## config.mk

```make
export PLATFORM = sky130hd
export DESIGN_NAME = mips_main_control
export DESIGN_NICKNAME = d
export VERILOG_FILES = /design/src/rtl/mips_pkg.sv /design/src/rtl/mips_wait_timer.sv /design/src/rtl/mips_main_control.sv
export SDC_FILE = /design/constraint.sdc
export NUM_CORES = 1
export LEC_CHECK = 0
export ABC_AREA = 1
export ABC_CLOCK_PERIOD_IN_PS = 1800
export CORE_MARGIN = 2
export CORE_UTILIZATION = 39
export DETAILED_ROUTE_END_ITERATION = 8
export PLACE_DENSITY_LB_ADDON = 0.05
export REMOVE_ABC_BUFFERS = 1
export SLEW_MARGIN = 20
export SYNTH_ARGS = -nofsm -noshare
export SYNTH_HDL_FRONTEND = slang
export SYNTH_SLANG_ARGS = --single-unit
```

## constraint.sdc

```tcl
create_clock -name clk -period 1.8 [get_ports clk]
set_input_delay 0.18 -clock clk [delete_from_list [all_inputs] [get_ports clk]]
set_output_delay 0.18 -clock clk [all_outputs]
set_load 0.02 [all_outputs]
```

## src/rtl/mips_pkg.sv

```systemverilog
`default_nettype none
// ============================================================================
// Module   : mips_pkg
// Purpose  : Shared opcodes, state encodings, mux/ALU select codes and the
//            control-word type for the multicycle MIPS main control.
// Revision : 1.0 - initial release
// ============================================================================
package mips_pkg;

    localparam logic [5:0] c_OP_LW    = 6'b100011;
    localparam logic [5:0] c_OP_SW    = 6'b101011;
    localparam logic [5:0] c_OP_RTYPE = 6'b000000;
    localparam logic [5:0] c_OP_BEQ   = 6'b000100;
    localparam logic [5:0] c_OP_ADDI  = 6'b001000;
    localparam logic [5:0] c_OP_J     = 6'b000010;

    localparam logic [1:0] c_ALUB_B     = 2'b00;
    localparam logic [1:0] c_ALUB_FOUR  = 2'b01;
    localparam logic [1:0] c_ALUB_IMM   = 2'b10;
    localparam logic [1:0] c_ALUB_SHIMM = 2'b11;

    localparam logic [1:0] c_ALUOP_ADD   = 2'b00;
    localparam logic [1:0] c_ALUOP_SUB   = 2'b01;
    localparam logic [1:0] c_ALUOP_FUNCT = 2'b10;

    localparam logic [1:0] c_PCSRC_ALU    = 2'b00;
    localparam logic [1:0] c_PCSRC_ALUOUT = 2'b01;
    localparam logic [1:0] c_PCSRC_JUMP   = 2'b10;

    // Encodings are fixed because `state` is exported for debug.
    typedef enum logic [3:0] {
        S_FETCH    = 4'd0,
        S_DECODE   = 4'd1,
        S_MEMADR   = 4'd2,
        S_MEMRD    = 4'd3,
        S_MEMWB    = 4'd4,
        S_MEMWR    = 4'd5,
        S_EXECUTE  = 4'd6,
        S_ALUWB    = 4'd7,
        S_BRANCH   = 4'd8,
        S_ADDIEXEC = 4'd9,
        S_ADDIWB   = 4'd10,
        S_JUMP     = 4'd11
    } state_t;

    typedef struct packed {
        logic       mem_req;
        logic       mem_write;
        logic       iord;
        logic       ir_write;
        logic       pc_write;
        logic       branch;
        logic       reg_dst;
        logic       mem_to_reg;
        logic       reg_write;
        logic       alu_src_a;
        logic [1:0] alu_src_b;
        logic [1:0] alu_op;
        logic [1:0] pc_src;
        logic       illegal_op;
    } ctrl_t;

    // States that stall on the memory handshake.
    function automatic logic is_wait_state(input state_t s);
        return (s == S_FETCH) || (s == S_MEMRD) || (s == S_MEMWR);
    endfunction

endpackage
`default_nettype wire

```

## src/rtl/mips_wait_timer.sv

```systemverilog
`default_nettype none
// ============================================================================
// Module   : mips_wait_timer
// Purpose  : 8-bit memory wait counter; pulses mem_timeout when a wait reaches
//            limit cycles without completion. limit = 0 never times out.
// Revision : 1.0 - initial release
// ============================================================================
module mips_wait_timer (
    input  logic       clk,
    input  logic       rst,
    input  logic       clear,
    input  logic       enable,
    input  logic [7:0] limit,
    output logic       mem_timeout
);

    logic [7:0] r_count;

    assign mem_timeout = enable && (limit != 8'd0) && (r_count == (limit - 8'd1));

    always_ff @(posedge clk or posedge rst) begin
        if (rst) begin
            r_count <= 8'd0;
        end else if (clear || mem_timeout) begin
            r_count <= 8'd0;
        end else if (enable && (r_count != 8'hFF)) begin
            r_count <= r_count + 8'd1;
        end
    end

endmodule
`default_nettype wire

```

## src/rtl/mips_main_control.sv

```systemverilog
`default_nettype none
// ============================================================================
// Module   : mips_main_control
// Purpose  : Moore control FSM for the multicycle MIPS datapath with optional
//            memory wait timeout. Define MIPS_ADDI_EN to build ADDI support.
// Revision : 1.0 - initial release
// ============================================================================
module mips_main_control
    import mips_pkg::*;
#(
    parameter int unsigned WAIT_LIMIT = 0
) (
    input  logic       clk,
    input  logic       rst,
    input  logic [5:0] opcode,
    input  logic       mem_ready,
    output logic       mem_req,
    output logic       mem_write,
    output logic       iord,
    output logic       ir_write,
    output logic       pc_write,
    output logic       branch,
    output logic       reg_dst,
    output logic       mem_to_reg,
    output logic       reg_write,
    output logic       alu_src_a,
    output logic [1:0] alu_src_b,
    output logic [1:0] alu_op,
    output logic [1:0] pc_src,
    output logic       illegal_op,
    output logic       mem_timeout,
    output logic [3:0] state
);

    state_t r_state;
    state_t w_next;
    ctrl_t  w_ctrl;
    ctrl_t  w_out;
    logic   w_timeout;

    always_ff @(posedge clk or posedge rst) begin
        if (rst) begin
            r_state <= S_FETCH;
        end else begin
            r_state <= w_next;
        end
    end

    generate
        if (WAIT_LIMIT != 0) begin : g_timer
            logic w_waiting;
            assign w_waiting = is_wait_state(r_state);

            mips_wait_timer u_wait_timer (
                .clk         (clk),
                .rst         (rst),
                .clear       (!w_waiting || mem_ready),
                .enable      (w_waiting && !mem_ready),
                .limit       (8'(WAIT_LIMIT)),
                .mem_timeout (w_timeout)
            );
        end else begin : g_no_timer
            assign w_timeout = 1'b0;
        end
    endgenerate

    always_comb begin
        w_next = r_state;
        w_ctrl = '0;
        case (r_state)
            S_FETCH: begin
                w_ctrl.mem_req   = 1'b1;
                w_ctrl.alu_src_b = c_ALUB_FOUR;
                w_ctrl.ir_write  = mem_ready;
                w_ctrl.pc_write  = mem_ready;
                // A timeout here simply restarts the fetch.
                if (mem_ready) begin
                    w_next = S_DECODE;
                end
            end
            S_DECODE: begin
                w_ctrl.alu_src_b = c_ALUB_SHIMM;
                case (opcode)
                    c_OP_LW, c_OP_SW: w_next = S_MEMADR;
                    c_OP_RTYPE:       w_next = S_EXECUTE;
                    c_OP_BEQ:         w_next = S_BRANCH;
                    c_OP_J:           w_next = S_JUMP;
`ifdef MIPS_ADDI_EN
                    c_OP_ADDI:        w_next = S_ADDIEXEC;
`endif
                    default: begin
                        w_ctrl.illegal_op = 1'b1;
                        w_next            = S_FETCH;
                    end
                endcase
            end
            S_MEMADR: begin
                w_ctrl.alu_src_a = 1'b1;
                w_ctrl.alu_src_b = c_ALUB_IMM;
                w_next = (opcode == c_OP_SW) ? S_MEMWR : S_MEMRD;
            end
            S_MEMRD: begin
                w_ctrl.mem_req = 1'b1;
                w_ctrl.iord    = 1'b1;
                if (mem_ready) begin
                    w_next = S_MEMWB;
                end else if (w_timeout) begin
                    w_next = S_FETCH;
                end
            end
            S_MEMWB: begin
                w_ctrl.reg_write  = 1'b1;
                w_ctrl.mem_to_reg = 1'b1;
                w_next            = S_FETCH;
            end
            S_MEMWR: begin
                w_ctrl.mem_req   = 1'b1;
                w_ctrl.mem_write = 1'b1;
                w_ctrl.iord      = 1'b1;
                if (mem_ready || w_timeout) begin
                    w_next = S_FETCH;
                end
            end
            S_EXECUTE: begin
                w_ctrl.alu_src_a = 1'b1;
                w_ctrl.alu_op    = c_ALUOP_FUNCT;
                w_next           = S_ALUWB;
            end
            S_ALUWB: begin
                w_ctrl.reg_write = 1'b1;
                w_ctrl.reg_dst   = 1'b1;
                w_next           = S_FETCH;
            end
            S_BRANCH: begin
                w_ctrl.alu_src_a = 1'b1;
                w_ctrl.alu_op    = c_ALUOP_SUB;
                w_ctrl.pc_src    = c_PCSRC_ALUOUT;
                w_ctrl.branch    = 1'b1;
                w_next           = S_FETCH;
            end
`ifdef MIPS_ADDI_EN
            S_ADDIEXEC: begin
                w_ctrl.alu_src_a = 1'b1;
                w_ctrl.alu_src_b = c_ALUB_IMM;
                w_next           = S_ADDIWB;
            end
            S_ADDIWB: begin
                w_ctrl.reg_write = 1'b1;
                w_next           = S_FETCH;
            end
`endif
            S_JUMP: begin
                w_ctrl.pc_write = 1'b1;
                w_ctrl.pc_src   = c_PCSRC_JUMP;
                w_next          = S_FETCH;
            end
            default: begin
                w_next = S_FETCH;
            end
        endcase
    end

    // Reset masks the decode immediately so no write-enable survives it.
    assign w_out = rst ? '0 : w_ctrl;

    assign mem_req     = w_out.mem_req;
    assign mem_write   = w_out.mem_write;
    assign iord        = w_out.iord;
    assign ir_write    = w_out.ir_write;
    assign pc_write    = w_out.pc_write;
    assign branch      = w_out.branch;
    assign reg_dst     = w_out.reg_dst;
    assign mem_to_reg  = w_out.mem_to_reg;
    assign reg_write   = w_out.reg_write;
    assign alu_src_a   = w_out.alu_src_a;
    assign alu_src_b   = w_out.alu_src_b;
    assign alu_op      = w_out.alu_op;
    assign pc_src      = w_out.pc_src;
    assign illegal_op  = w_out.illegal_op;
    assign mem_timeout = w_timeout && !rst;
    assign state       = r_state;

endmodule
`default_nettype wire

```

# [Word level (Yosys, flattened, before mapping)]
# Cells that the tools add are included.
[totals] elab_cells=48 output_inout_bits=22 register_bits=4 in_bits=9
[op_classes] muxes=22 n_eq_ne=16 n_reduce_logical=9
[op_table] operator="one-hot mux 4 bit (6 select lines)" count=1
[op_table] operator="2-to-1 mux 17 bit" count=1
[op_table] operator="equality test 4 x 3 -> 1 bit, second input constant" count=4
[op_table] operator="one-hot mux 4 bit (4 select lines)" count=1
[op_table] operator="equality test 6 bit, second input constant" count=2
[op_table] operator="2-to-1 mux 4 bit" count=3
[op_table] operator="2-to-1 mux 1 bit" count=11
[op_table] operator="equality test 4 x 2 -> 1 bit, second input constant" count=2
[op_table] operator="equality test 4 bit, second input constant" count=2
[op_table] operator="one-hot mux 2 bit (2 select lines)" count=2
[op_table] operator="equality test 6 x 2 -> 1 bit, second input constant" count=1
[op_table] operator="equality test 6 x 3 -> 1 bit, second input constant" count=1
[op_table] operator="logical NOT 6 bit" count=1
[op_table] operator="inequality test 2 bit, second input constant" count=3
[op_table] operator="one-hot mux 2 bit (3 select lines)" count=1
[op_table] operator="OR reduction 2 bit" count=3
[op_table] operator="OR reduction 3 bit" count=2
[op_table] operator="OR reduction 5 bit" count=1
[op_table] operator="equality test 4 x 1 -> 1 bit, second input constant" count=1
[op_table] operator="logical NOT 4 bit" count=1
[op_table] operator="2-to-1 mux 3 bit" count=1
[op_table] operator="AND reduction 3 bit" count=1
[op_table] operator="one-hot mux 1 bit (2 select lines)" count=1

# [Logic depth before layout (Yosys ltp)]
# Gate-level depths: netlist of the first run.
[logic_depth] depth_word=5 ltp_mapped=7 mapped_depth_nobuf=7

# [Worst setup path after synthesis of the first run]
# Ideal clock, no wire load.
[synth_path] kind="flip-flop to output port" start="reg r_state[1] (netlist: state[1])" end="out illegal_op" path_stages_with_launch=6 arrival_ps=1362 slack_ps=258 required_ps=1620 path_buffers=0 cell_sequence="dfrtp_1 -> inv_1 -> nand2_1 -> nor2_4 -> nand2_1 -> nor3_1"
[synth_between] elab_chain_cells=3
[synth_lines] element="start: declaration" line="mips_main_control.sv:35" source="state_t r_state;"
[synth_lines] element="start signal: assignment" line="mips_main_control.sv:45" source="r_state <= w_next;"
[synth_lines] element="equality test 4 x 1 -> 1 bit" line="mips_main_control.sv:70" source="case (r_state)"
[synth_lines] element="2-to-1 mux 1 bit" line="mips_main_control.sv:70"
[synth_lines] element="2-to-1 mux 17 bit" line="mips_main_control.sv:164" source="assign w_out = rst ? '0 : w_ctrl;"
[synth_lines] element="end: declaration" line="mips_main_control.sv:30" source="output logic illegal_op,"
# Every way passes these cells.

# [Final worst setup path of the first run]
[layout_path] start="reg r_state[0] (netlist: state[0])" end="out alu_op[1]"
[layout_between] elab_chain_cells=3 elab_cells_between_ends=4 classes_between="2 x eq/ne; 2 x mux"
[layout_lines] element="equality test 4 bit or equality test 4 x 3 -> 1 bit (tied branches)" line="mips_main_control.sv:70"
[layout_lines] element="one-hot mux 2 bit (2 select lines) *" line="mips_main_control.sv:70"
[layout_lines] element="2-to-1 mux 17 bit *" line="mips_main_control.sv:164"
[layout_lines] element="end: declaration" line="mips_main_control.sv:28" source="output logic [1:0] alu_op,"
# Every way passes the cells marked *; elsewhere a longest branch is shown, timed or not.

==> results of run 1 <==
[Yosys cell counts]
cell type,count
a21boi_0,1
a21oi_1,3
a31oi_1,1
buf_1,1
buf_4,1
conb_1,1
dfrtp_1,4
inv_1,15
inv_2,2
nand2_1,31
nand2_4,1
nand3_1,8
nand3_2,1
nand4_1,2
nor2_1,25
nor2_2,1
nor2_4,1
nor3_1,2
o21ai_0,1
[where the power goes]
| part | leakage [nW] | switching, mW | total (mW) | internal [mW] |
|---|---|---|---|---|
| clock | 0.0138 | 0.0312 | 0.105 | 0.0742 |
| combinational | 0.574 | 0.397 | 0.698 | 0.301 |
| sequential | 0.0534 | 0.0441 | 0.163 | 0.119 |
[metal layers]
layer / share of wire / GRT usage
met1: 0.44 / 0.2359
met2: 0.50 / 0.3730
met3: 0.060 / 0.03261
met4: 0 / 0.05000
met5: 0 / 0
[through the flow]
stage / hold slack, ns / util
2_1_floorplan: -0.02066 / -
3_3_place_gp: 0.5659 / 0.6982
3_5_place_dp: 0.5648 / 0.6982
4_1_cts: 0.3244 / 0.7079
5_1_grt: 0.3526 / 0.7176
6_report: 0.3243 / 0.7176
[worst max-delay path by stage]
| stage | start | end | slack [ns] | cells after the start |
|---|---|---|---|---|
| 2_1_floorplan | state[1]$_DFFE_PP0P_ | illegal_op | 0.26 | 5 |
| 6_report | state[0]$_DFFE_PP0P_ | alu_op[1] | 0.15 | 6 |
| 5_1_grt | state[0]$_DFFE_PP0P_ | alu_op[1] | 0.001 | 6 |
| 4_1_cts | state[0]$_DFFE_PP0P_ | alu_src_a | -0.23 | 4 |
| 3_3_place_gp | opcode[2] | illegal_op | -0.09 | 8 |
| 3_5_place_dp | opcode[4] | illegal_op | -0.14 | 8 |
[what timing repair did]
| item | CTS | global route |
|---|---|---|
| endpoints found under the setup margin | 16 | 13 |
| resized for setup | 8 | 21 |
| cloned | 0 | 0 |
[worst min-delay path, stage by stage]
cell and delay, ns:
clkdlybuf4s50_1 0.42, inv_1 0.12, buf_4 0.16
[kinds of logic after synthesis]
logic type             count (synthesis)  synth area share
and+or+nand+nor                       72            0.5943
buffers and inverters                 19            0.1432
other                                  1          0.007153
AOI/OAI and AO/OA                      6           0.06443
DFF                                    4            0.1909
[final cells by class]
cell class | instances | area [µm²] | area share
clock buffer | 3 | 22.52 | 0.02442
multi-input combinational | 79 | 354.1 | 0.3840
sequential | 4 | 100.1 | 0.1085
tap | 15 | 18.77 | 0.02035
timing repair buffer | 39 | 362.8 | 0.3935
inverter | 17 | 63.81 | 0.06920
==> reports/metrics.cfg, run 1 <==
[run_status]
status=finished clean

[global_routing]
antenna_found_initial=0
grt_pass1_vias=607
grt_pass1_wl_um=2235
grt_max_degree=13
overflow=0
grtUsageTotal=0.2009

[die]
die_x_um=40.67
fp.coreArea_um2=1285
rows=13
dieArea_um2=1654
start_util=0.4080
num_io_pins=31
die_h_um=40.67

[timing]
fin_tns_setup_ns=0
max_freq_ghz=0.6049
fin_skew_ns=0.005577
fin_crit_sh=0.9184
fin_crit_ns=1.653
grt_setup_unrepaired=false
fin_ws_ns=0.1469
finalHoldViolations=0
maxSlewViolCount=0
setup_viol=0

[route]
antenna_left=0
wl_per_cell_um=9.051
drt_wl_total_um=1421
routed_via_density=4.669
drtIter0Drc=5
drtPass1Iterations=4
vias=733
drc=0

[place]
dp_hpwl_um=1227
gp_congestion=0.9362
placement.cell_area_um2=897.1
dp_slack_ns=-0.1427
numPortBuffers=29
dp.cells=154

[clocking]
cts.sinks=4
cts_tree=done
cts_inserted_buffers=3
worstSkewPairLatency_ns=0.23
cts_max_path_buffers=2
ctsHoldBuffers=0
cts_htree_levels=1
clk_pin_slew_ns=0.04
clockRootBuffer=clkbuf_4
post-cts-setup-buffer-count=0

[yosys]
synthCells=102
seq_area_frac_synth=0.1909
synth_cell_types=19
synth_area_per_cell_um2=5.140
yosys_warnings=0
yosysTopAreaCell=nand2_1
yosys-top-cells-area=nand2_1, dfrtp_1, nor2_1, inv_1, nand3_1
syn_area_um2=524.3
synth-seq-cells=4
synth_top_area_share=0.2220

[setup_path]
cp.buffers_inverters=3
arrival_ns=1.47
crit_type=register to output port
end_kind=output port
worstRegToRegCells=7
crit_path_max_incr_delay_ns=0.43
r2r-end=state[0]$_DFFE_PP0P_
rrSetupSlack_ns=0.57
cp_max_fo=6
crit_slowest_cell=dfrtp_1
critical_path.cell_chain=inv_1 -> nand2_1 -> nor2_1 -> inv_1 -> nor2_1 -> dlygate4sd2_1
crit_family=buffers and inverters
cp.required_ns=1.62
cp-start-kind=register
timing.rr.start=state[1]$_DFFE_PP0P_

[finish]
layout.cells.non_filler=157
layout_commonest_cell=nand2_1
largest_reg_flops=4
syn2layout_area_growth_pct=75.89
nFillCells=125
nNetsFinal=153
drive_above_1_share=0.1761
final_cell_mix=nand2_1, nor2_1, inv_1
diodes=0
finalInstanceArea_um2=922.1

[flow_run]
drv_cap=0

[power]
p_per_area_nw_per_um2=1048
power.total_mw=0.9662
leakagePower_nw=0.6409
ir_worst_vdd_mv=0.8121

[min_path]
hp-class=primary input to asynchronous set/reset pin

Note: power is estimated with default switching activity, not from simulation.
==> run 2, diff against run 1 <==
--- a/config.mk
+++ b/config.mk
@@ -7,6 +7,7 @@
 export LEC_CHECK = 0
 export ABC_AREA = 1
 export ABC_CLOCK_PERIOD_IN_PS = 1800
+export CAP_MARGIN = 40
 export CORE_MARGIN = 2
 export CORE_UTILIZATION = 39
 export DETAILED_ROUTE_END_ITERATION = 8
==> results of run 2 <==
The final DEF is identical to that of run 1; final timing and power are the same.
==> run 3, diff against run 2 <==
--- a/config.mk
+++ b/config.mk
@@ -11,8 +11,7 @@
 export CORE_MARGIN = 2
 export CORE_UTILIZATION = 39
 export DETAILED_ROUTE_END_ITERATION = 8
-export PLACE_DENSITY_LB_ADDON = 0.05
-export REMOVE_ABC_BUFFERS = 1
+export PLACE_DENSITY_LB_ADDON = 0.15
 export SLEW_MARGIN = 20
 export SYNTH_ARGS = -nofsm -noshare
 export SYNTH_HDL_FRONTEND = slang
==> reports/metrics.cfg, run 3 (synthesis results as in run 1) <==
[run_status]
status=finished clean

[power]
p_per_area_nw_per_um2=1095  ; +4.5%
p_seq_frac=0.174  ; +0.005
clkPwrFrac=0.117  ; +0.008
switching_power_mw=0.4763  ; +0.91%
ir_worst_vdd_mv=0.7232  ; -11%
combPwrFrac=0.709  ; -0.013
power.total_mw=0.9600  ; -0.63%
leakagePower_nw=0.5131  ; -20%
cellInternalPower_mw=0.4838  ; -2.1%
power.share.switching=0.4961  ; +0.007602

[global_routing]
overflow=0  ; unchanged
grt_max_degree=13  ; unchanged
grt_pass1_wl_um=2277  ; +1.9%
antenna_found_initial=0  ; unchanged
grt_pass1_vias=580  ; -4.4%
grtUsageTotal=0.2084  ; +0.007472

[setup_path]
crit_type=register to output port
timing.rr.start=state[1]$_DFFE_PP0P_
rrSetupSlack_ns=0.61  ; +0.04 ns
cp_max_fo=5  ; -1
cp-start-kind=register
arrival_ns=1.52  ; +0.05 ns
r2r-end=state[0]$_DFFE_PP0P_
cp.required_ns=1.62  ; about the same
end_kind=output port
worstRegToRegCells=7  ; unchanged

[die]
num_io_pins=31  ; unchanged
die_x_um=40.67  ; unchanged
die_h_um=40.67  ; unchanged
dieArea_um2=1654  ; unchanged
rows=13  ; unchanged
start_util=0.4080  ; unchanged
fp.coreArea_um2=1285  ; unchanged

[finish]
regArea_um2=101.3  ; +1.2%
diodes=0  ; unchanged
syn2layout_area_growth_pct=67.30
final_util=0.6826  ; -0.03505
nFillCells=144  ; +15%
finalInstanceArea_um2=877.1  ; -4.9%
largest_reg_flops=4  ; unchanged
nNetsFinal=151  ; -1.3%
final_cell_mix=nand2_1, nor2_1, inv_1
multi_input_area_um2=351.6  ; -0.71%
drive_above_1_share=0.1571  ; -0.01891
layout_commonest_cell=nand2_1

[timing]
finalHoldViolations=0  ; unchanged
max_freq_ghz=0.5869  ; -3.0%
grt_setup_unrepaired=false
fin_crit_sh=0.9466  ; +0.02815
setup_viol=0  ; unchanged
fin_skew_ns=0.009535  ; +0.003958 ns
fin_crit_ns=1.704  ; +0.05067 ns
maxSlewViolCount=0  ; unchanged

[route]
antenna_left=0  ; unchanged
drc=0  ; unchanged
drtPass1Iterations=4  ; unchanged
routed_via_density=4.735  ; +1.4%
drtIter0Drc=22  ; +17
wl_per_cell_um=9.329  ; +3.1%
vias=734  ; +0.14%
drt_wl_total_um=1446  ; +1.8%

[clocking]
clockRootBuffer=clkbuf_4
cts_inserted_buffers=3  ; unchanged
post-cts-setup-buffer-count=0  ; unchanged
worstSkewPairLatency_ns=0.24  ; about the same
clk_pin_slew_ns=0.04  ; about the same
cts.sinks=4  ; unchanged
cts_max_path_buffers=2  ; unchanged
cts_htree_levels=1  ; unchanged
cts_tree=done

[place]
dp_hpwl_um=1236  ; +0.72%
gp_congestion=0.8477  ; -9.5%
placement.cell_area_um2=882.1  ; -1.7%
numPortBuffers=29  ; unchanged

[yosys]
synth_nets=111

[min_path]
hp-class=primary input to asynchronous set/reset pin

[flow_run]
drv_cap=0  ; unchanged

run 3: cell type report:
cell class	instances	share of cell area
multi-input combinational	79	0.4009
timing repair buffer	37	0.3638
sequential	4	0.1155
inverter	17	0.07275
clock buffer	3	0.02568
tap	15	0.02140
run 3: worst max path at each step:
stage | start | endpoint | cells past startpoint
after CTS | state[0]$_DFFE_PP0P_ | alu_src_a | 6
after global routing | state[1]$_DFFE_PP0P_ | mem_req | 8
after detailed placement | opcode[2] | illegal_op | 6
final | state[1]$_DFFE_PP0P_ | mem_req | 7
after floorplan | state[1]$_DFFE_PP0P_ | illegal_op | 5
after global placement | opcode[4] | illegal_op | 6
run 3: power by group through the flow:
| stage | sequential [mW] | combinational (mW) | clock, mW |
|---|---|---|---|
| after global routing | 0.173 | 0.751 | 0.130 |
| after detailed placement | 0.162 | 0.733 | 0 |
| final | 0.167 | 0.681 | 0.112 |
| after global placement | 0.160 | 0.725 | 0 |
| after CTS | 0.163 | 0.692 | 0.118 |
| after floorplan | 0.191 | 0.383 | 0 |
run 3: worst max-delay path, stage by stage (launching register included):
cell and delay [ns]:
dfrtp_2 0.43, buf_4 0.15, nor2_1 0.12, nand2_1 0.11, nand3_2 0.08, nand2_1 0.05
inv_1 0.04, dlygate4sd2_1 0.32
run 3: what timing repair did:
item / CTS / global route
hold buffers: 0 / 0
setup endpoints to repair: 17 / 8
pin swaps: 0 / 0
gates resized for setup: 18 / 11
run 3: metal layers:
layer / share of wire / GRT usage
met1: 0.44 / 0.2442
met2: 0.50 / 0.3770
met3: 0.059 / 0.08152
met4: 0 / 0
met5: 0 / 0
run 3: through the flow:
step                      hold WS (ns)  std cells  worst slack [ns]  setup TNS [ns]
after CTS                       0.3237        155           0.02985               0
after global routing            0.3516        155          0.005274               0
after detailed placement        0.5820        152           -0.1246         -0.1546
after global placement          0.5803        152          -0.09295         -0.1103
after floorplan               -0.02066        102            0.2576               0
final                           0.3297        155           0.09620               0
==> edit 1, RTL diff (flow settings as in run 1) <==
`WAIT_LIMIT`: 0 -> 1.
--- a/src/rtl/mips_main_control.sv
+++ b/src/rtl/mips_main_control.sv
@@ -10,3 +10,3 @@
 #(
-    parameter int unsigned WAIT_LIMIT = 0
+    parameter int unsigned WAIT_LIMIT = 1
 ) (
Behaviour: not the same (Yosys sat finds a counterexample within 4 cycles, from zero or initial values and one cycle with rst high).
==> edit 1 against run 1 <==
Combinational power is 8.7% lower; critical path depth decreased by 1; routed wire length is 110% higher; largest power group unchanged; synthesized area is 96% higher; die area increased by 85%; power rose by 20%; critical endpoint is now alu_src_b[0]; worst setup slack got worse by 0.067 ns; register-to-register slack got worse by 0.21 ns; final area increased by 76%; critical path type unchanged; sequential cell count increased by 8.
==> edit 1: results (changes against run 1) <==
| Metric | Value |
|---|---|
| Fmax | `0.581 GHz (-3.9%)` |
| Int Pwr | `0.000693 W (+40%)` |
| DR WL met2 | `1350 um (+91%)` |
| Layout cells sized above 1 | `26.0% (+8.4 points)` |
| Commonest cells in the synthesized netlist | `47 x nand2_1, 40 x nor2_1, 26 x inv_1, 12 x dfrtp_1, 12 x nand3_1` |
| Distinct cells, synth | `20 (+1)` |
| Leak pwr | `0.870 nW (+36%)` |
| Compound-Gate Fraction of Synth Area | `7.29% (+0.85 points)` |
| Synth Area in XOR/XNOR | `0.851% (+0.85 points)` |
| GRT Util Overall | `20.5% (+0.45 points)` |
| Worst-Skew Late Latency | `0.28 ns (+0.05 ns)` |
| GRT met2 Usage | `34.0% (-3.3 points)` |
| Drt pass-1 iters | `6 (+2)` |
| Max rail drop VDD | `0.597 mV (-26%)` |
| Via count | `1346 (+84%)` |
| Hold slack | `0.372 ns (+0.0479 ns)` |
| Top area cells in the synthesized netlist | `dfrtp_1 29%, nand2_1 17%, nor2_1 15%` |
| DPL Wire Length | `2480 um (+100%)` |
| # nets final | `254 (+66%)` |
| FILL cells | `248 (+98%)` |
| GPL Wtd Cong | `0.887 (-5.2%)` |
| Grt met1 use | `26.8% (+3.2 points)` |
| Reg2reg start | `g_timer.u_wait_timer.r_count[0]$_DFFE_PP0P_` |
| Critical path arrival | `1.54 ns (+0.07 ns)` |
| FF-to-FF End | `g_timer.u_wait_timer.r_count[2]$_DFFE_PP0P_` |
| R2R depth | `8 (+1)` |
| Post-Synth Adder-Cell Area | `2.43% (+2.4 points)` |
| Met3 WL | `194 um (+130%)` |
| Combinational power share | `54.8% (-17 points)` |
| Post-Layout Cell Count | `272 (+73%)` |
| Status | `completed` |
| Top routing layer used | `met4` |
| Crit path launch | `state[3]$_DFFE_PP0P_` |
| I/O Buffers | `30 (+3.4%)` |
| GR Layer Usage met3 | `5.15% (+1.9 points)` |
| Initial DRC Count | `50 (+45)` |
| M1 wire length | `1380 um (+120%)` |
| CP max stage cell | `dfrtp_2` |
[edit 1: cell types whose count changed after synthesis, moves of 2 or more]
| cell | run 1 | this run |
|---|---|---|
| o21ai_0 | 1 | 6 |
| a21oi_1 | 3 | 6 |
| nand4_1 | 2 | 8 |
| ha_1 | 0 | 2 |
| nand3_4 | 0 | 2 |
| dfrtp_1 | 4 | 12 |
| inv_2 | 2 | 0 |
| nor2_1 | 25 | 40 |
| inv_1 | 15 | 26 |
| nand3_1 | 8 | 12 |
| nand2_1 | 31 | 47 |
[edit 1: worst register-to-register path: stages, from the launching register on]
cell	delay [ns]
dfrtp_1	0.38
buf_4	0.14
ha_1	0.21
inv_1	0.08
nor2_1	0.06
nand2_1	0.17
nand2_1	0.10
o21ai_0	0.12
nor2_1	0.08
[edit 1: area by class of cell]
cell class / count / area share (%)
clock buffer: 4 / 2.24
inverter: 27 / 6.25
timing repair buffer: 66 / 31.1
tap: 30 / 2.31
sequential: 12 / 18.7
multi-input combinational: 133 / 39.4
==> edit 2, RTL diff (settings of run 1) <==
Without the edit above. Reset style: synchronous (`rst`), changed in 2 clocked blocks.
--- a/src/rtl/mips_wait_timer.sv
+++ b/src/rtl/mips_wait_timer.sv
@@ -20,3 +20,3 @@
 
-    always_ff @(posedge clk or posedge rst) begin
+    always_ff @(posedge clk) begin
         if (rst) begin
--- a/src/rtl/mips_main_control.sv
+++ b/src/rtl/mips_main_control.sv
@@ -40,3 +40,3 @@
 
-    always_ff @(posedge clk or posedge rst) begin
+    always_ff @(posedge clk) begin
         if (rst) begin
Function: differs if rst is asserted again (counterexample within 4 cycles, from zero or initial values and one cycle with rst high); with rst held inactive, the same outputs for 10 cycles.
==> edit 2 against run 1 <==
Via count up 0.95%; first-iteration DRC count increased to 5.0 times the old value; critical path depth stayed put; routed wire length grew 11%; synthesized area increased by 6.4%; sequential cell count is the same; worst setup slack worse by 0.041 ns; final area increased by 2.6%.
Power is not compared: it rests on default switching activity, and its combinational part moved more than twofold at a synthesized area within 25%.
==> edit 2: results (changes against run 1) <==
| Metric | Value |
|---|---|
| Status | `completed` |
| Max reg flops | `4 (unchanged)` |
| # nets final | `153 (unchanged)` |
| Initial DRC Count | `25 (+20)` |
| Commonest cells in the synthesized netlist | `22 x nor2_1, 18 x nand2_1, 12 x nand3_1, 11 x inv_1, 5 x inv_2` |
| Hold/Removal Path Class | `in2reg` |
| Critical path arrival | `1.51 ns (+0.04 ns)` |
| Top area cells in the synthesized netlist | `nor2_1 15%, dfxtp_1 14%, nand2_1 12%` |
| Clock tree buffer depth | `2 (unchanged)` |
| Drt pass-1 iters | `4 (unchanged)` |
| I/O Buffers | `29 (unchanged)` |
| DPL Wire Length | `1350 um (+10%)` |
| GPL Wtd Cong | `0.834 (-11%)` |
| CTS Buf Count | `3 (unchanged)` |
| Layout cells sized above 1 | `26.8% (+9.2 points)` |
| Sequential area share after synthesis | `14.3% (-4.7 points)` |
| FILL cells | `132 (+5.6%)` |
| ANT cells | `0 (unchanged)` |
| Distinct cells, synth | `23 (+4)` |
| Worst Skew | `0.00692 ns (+0.00135 ns)` |
| Clock-pin slew on the worst setup and hold paths | `0.04 ns (about the same)` |
| Synth Flop Type | `dfxtp_1` |
| Post-synth ARST share | `0% (-100 points)` |
| Warnings from Yosys | `0 (unchanged)` |
| Leak pwr | `0.545 nW` |
| Largest net degree at the start of global routing | `11 (-2)` |
| # Post-CTS Setup Buffers | `0 (unchanged)` |
| Initial antenna violation count | `0 (unchanged)` |
| Max rail drop VDD | `0.342 mV` |
| Global-route wire length before repair | `2710 um (+21%)` |
| WL/cell | `10.1 um (+11%)` |
| H-tree Lvls | `1 (unchanged)` |
| GRT Util Overall | `19.8% (-0.27 points)` |
| Vias in the first global route | `650 (+7.1%)` |
| Root buffer cell | `clkbuf_4` |
| Via count | `740 (+0.95%)` |
| Worst-Skew Late Latency | `0.24 ns` |
| Crit-path max FO | `4 (-2)` |
| Setup WS pre-CTS | `-0.187 ns (-0.0448 ns)` |
edit 2: cell count changes in the layout (fill, tap and decap cells not counted), moves of 3 or more:
cell / run 1 / this run
inv_2: 2 / 5
dlygate4sd2_1: 4 / 17
nand2_2: 0 / 4
clkbuf_2: 4 / 0
dlymetal6s2s_1: 9 / 0
dfrtp_1: 4 / 0
dfxtp_2: 0 / 3
nand2_1: 31 / 18
nand3_1: 8 / 12
inv_1: 15 / 11
edit 2: worst paths after layout:
kind,cells after the start,slack (ns),startpoint,endpoint
min,3,0.66,rst,state[0]$_SDFFE_PP0P_
max reg2reg,7,0.62,state[1]$_SDFFE_PP0P_,state[2]$_SDFFE_PP0P_
min reg2reg,4,0.74,state[0]$_SDFFE_PP0P_,state[3]$_SDFFE_PP0P_
max,6,0.11,opcode[0],illegal_op
edit 2: metrics by stage:
step                      instances  cell area (um2)  setup TNS, ns
after global routing            157              946              0
final                           157              946              0
after global placement          154              938         -0.560
after detailed placement        154              938         -0.645
after CTS                       157              946              0
after floorplan                  99              547              0
edit 2: layout make-up:
cell class	count	share of cell area [%]
multi-input combinational	76	41.8
timing repair buffer	40	37.2
sequential	4	8.86
inverter	19	7.80
clock buffer	3	2.38
tap	15	1.98
edit 2: report_power, final:
group	switching [W]	internal [W]
sequential	0.00000675	0.0000925
combinational	0.0000785	0.0000648
clock	0.0000376	0.0000746
edit 2: repair_timing:
| action | CTS | global route |
|---|---|---|
| gates resized for setup | 21 | 1 |
| endpoints found under the setup margin | 17 | 1 |
| hold buffers | 0 | 0 |
edit 2: cell families (layout without fill, tap and decap cells):
logic type	after synthesis	count (layout)	share of synthesized area, %
AO/OA/AOI/OAI	8	8	9.19
flip-flops	4	4	14.4
buffers and inverters	21	62	15.2
AND/OR/NAND/NOR	67	67	60.5
other	1	1	0.672
edit 2: metal layers:
layer  track usage, %  wire (um)  vias up
li1                 -          -      394
met1             26.0        739      328
met2             31.6        768       16
met3             5.22         57        2
met4             5.81         13        0
met5                0          0        -
edit 2: critical path: stages:
cell and delay [ns]:
clkdlybuf4s50_1 0.52, nor2_1 0.08, nand3_1 0.11, nand2_1 0.06, nor4_1 0.21, dlygate4sd2_1 0.36
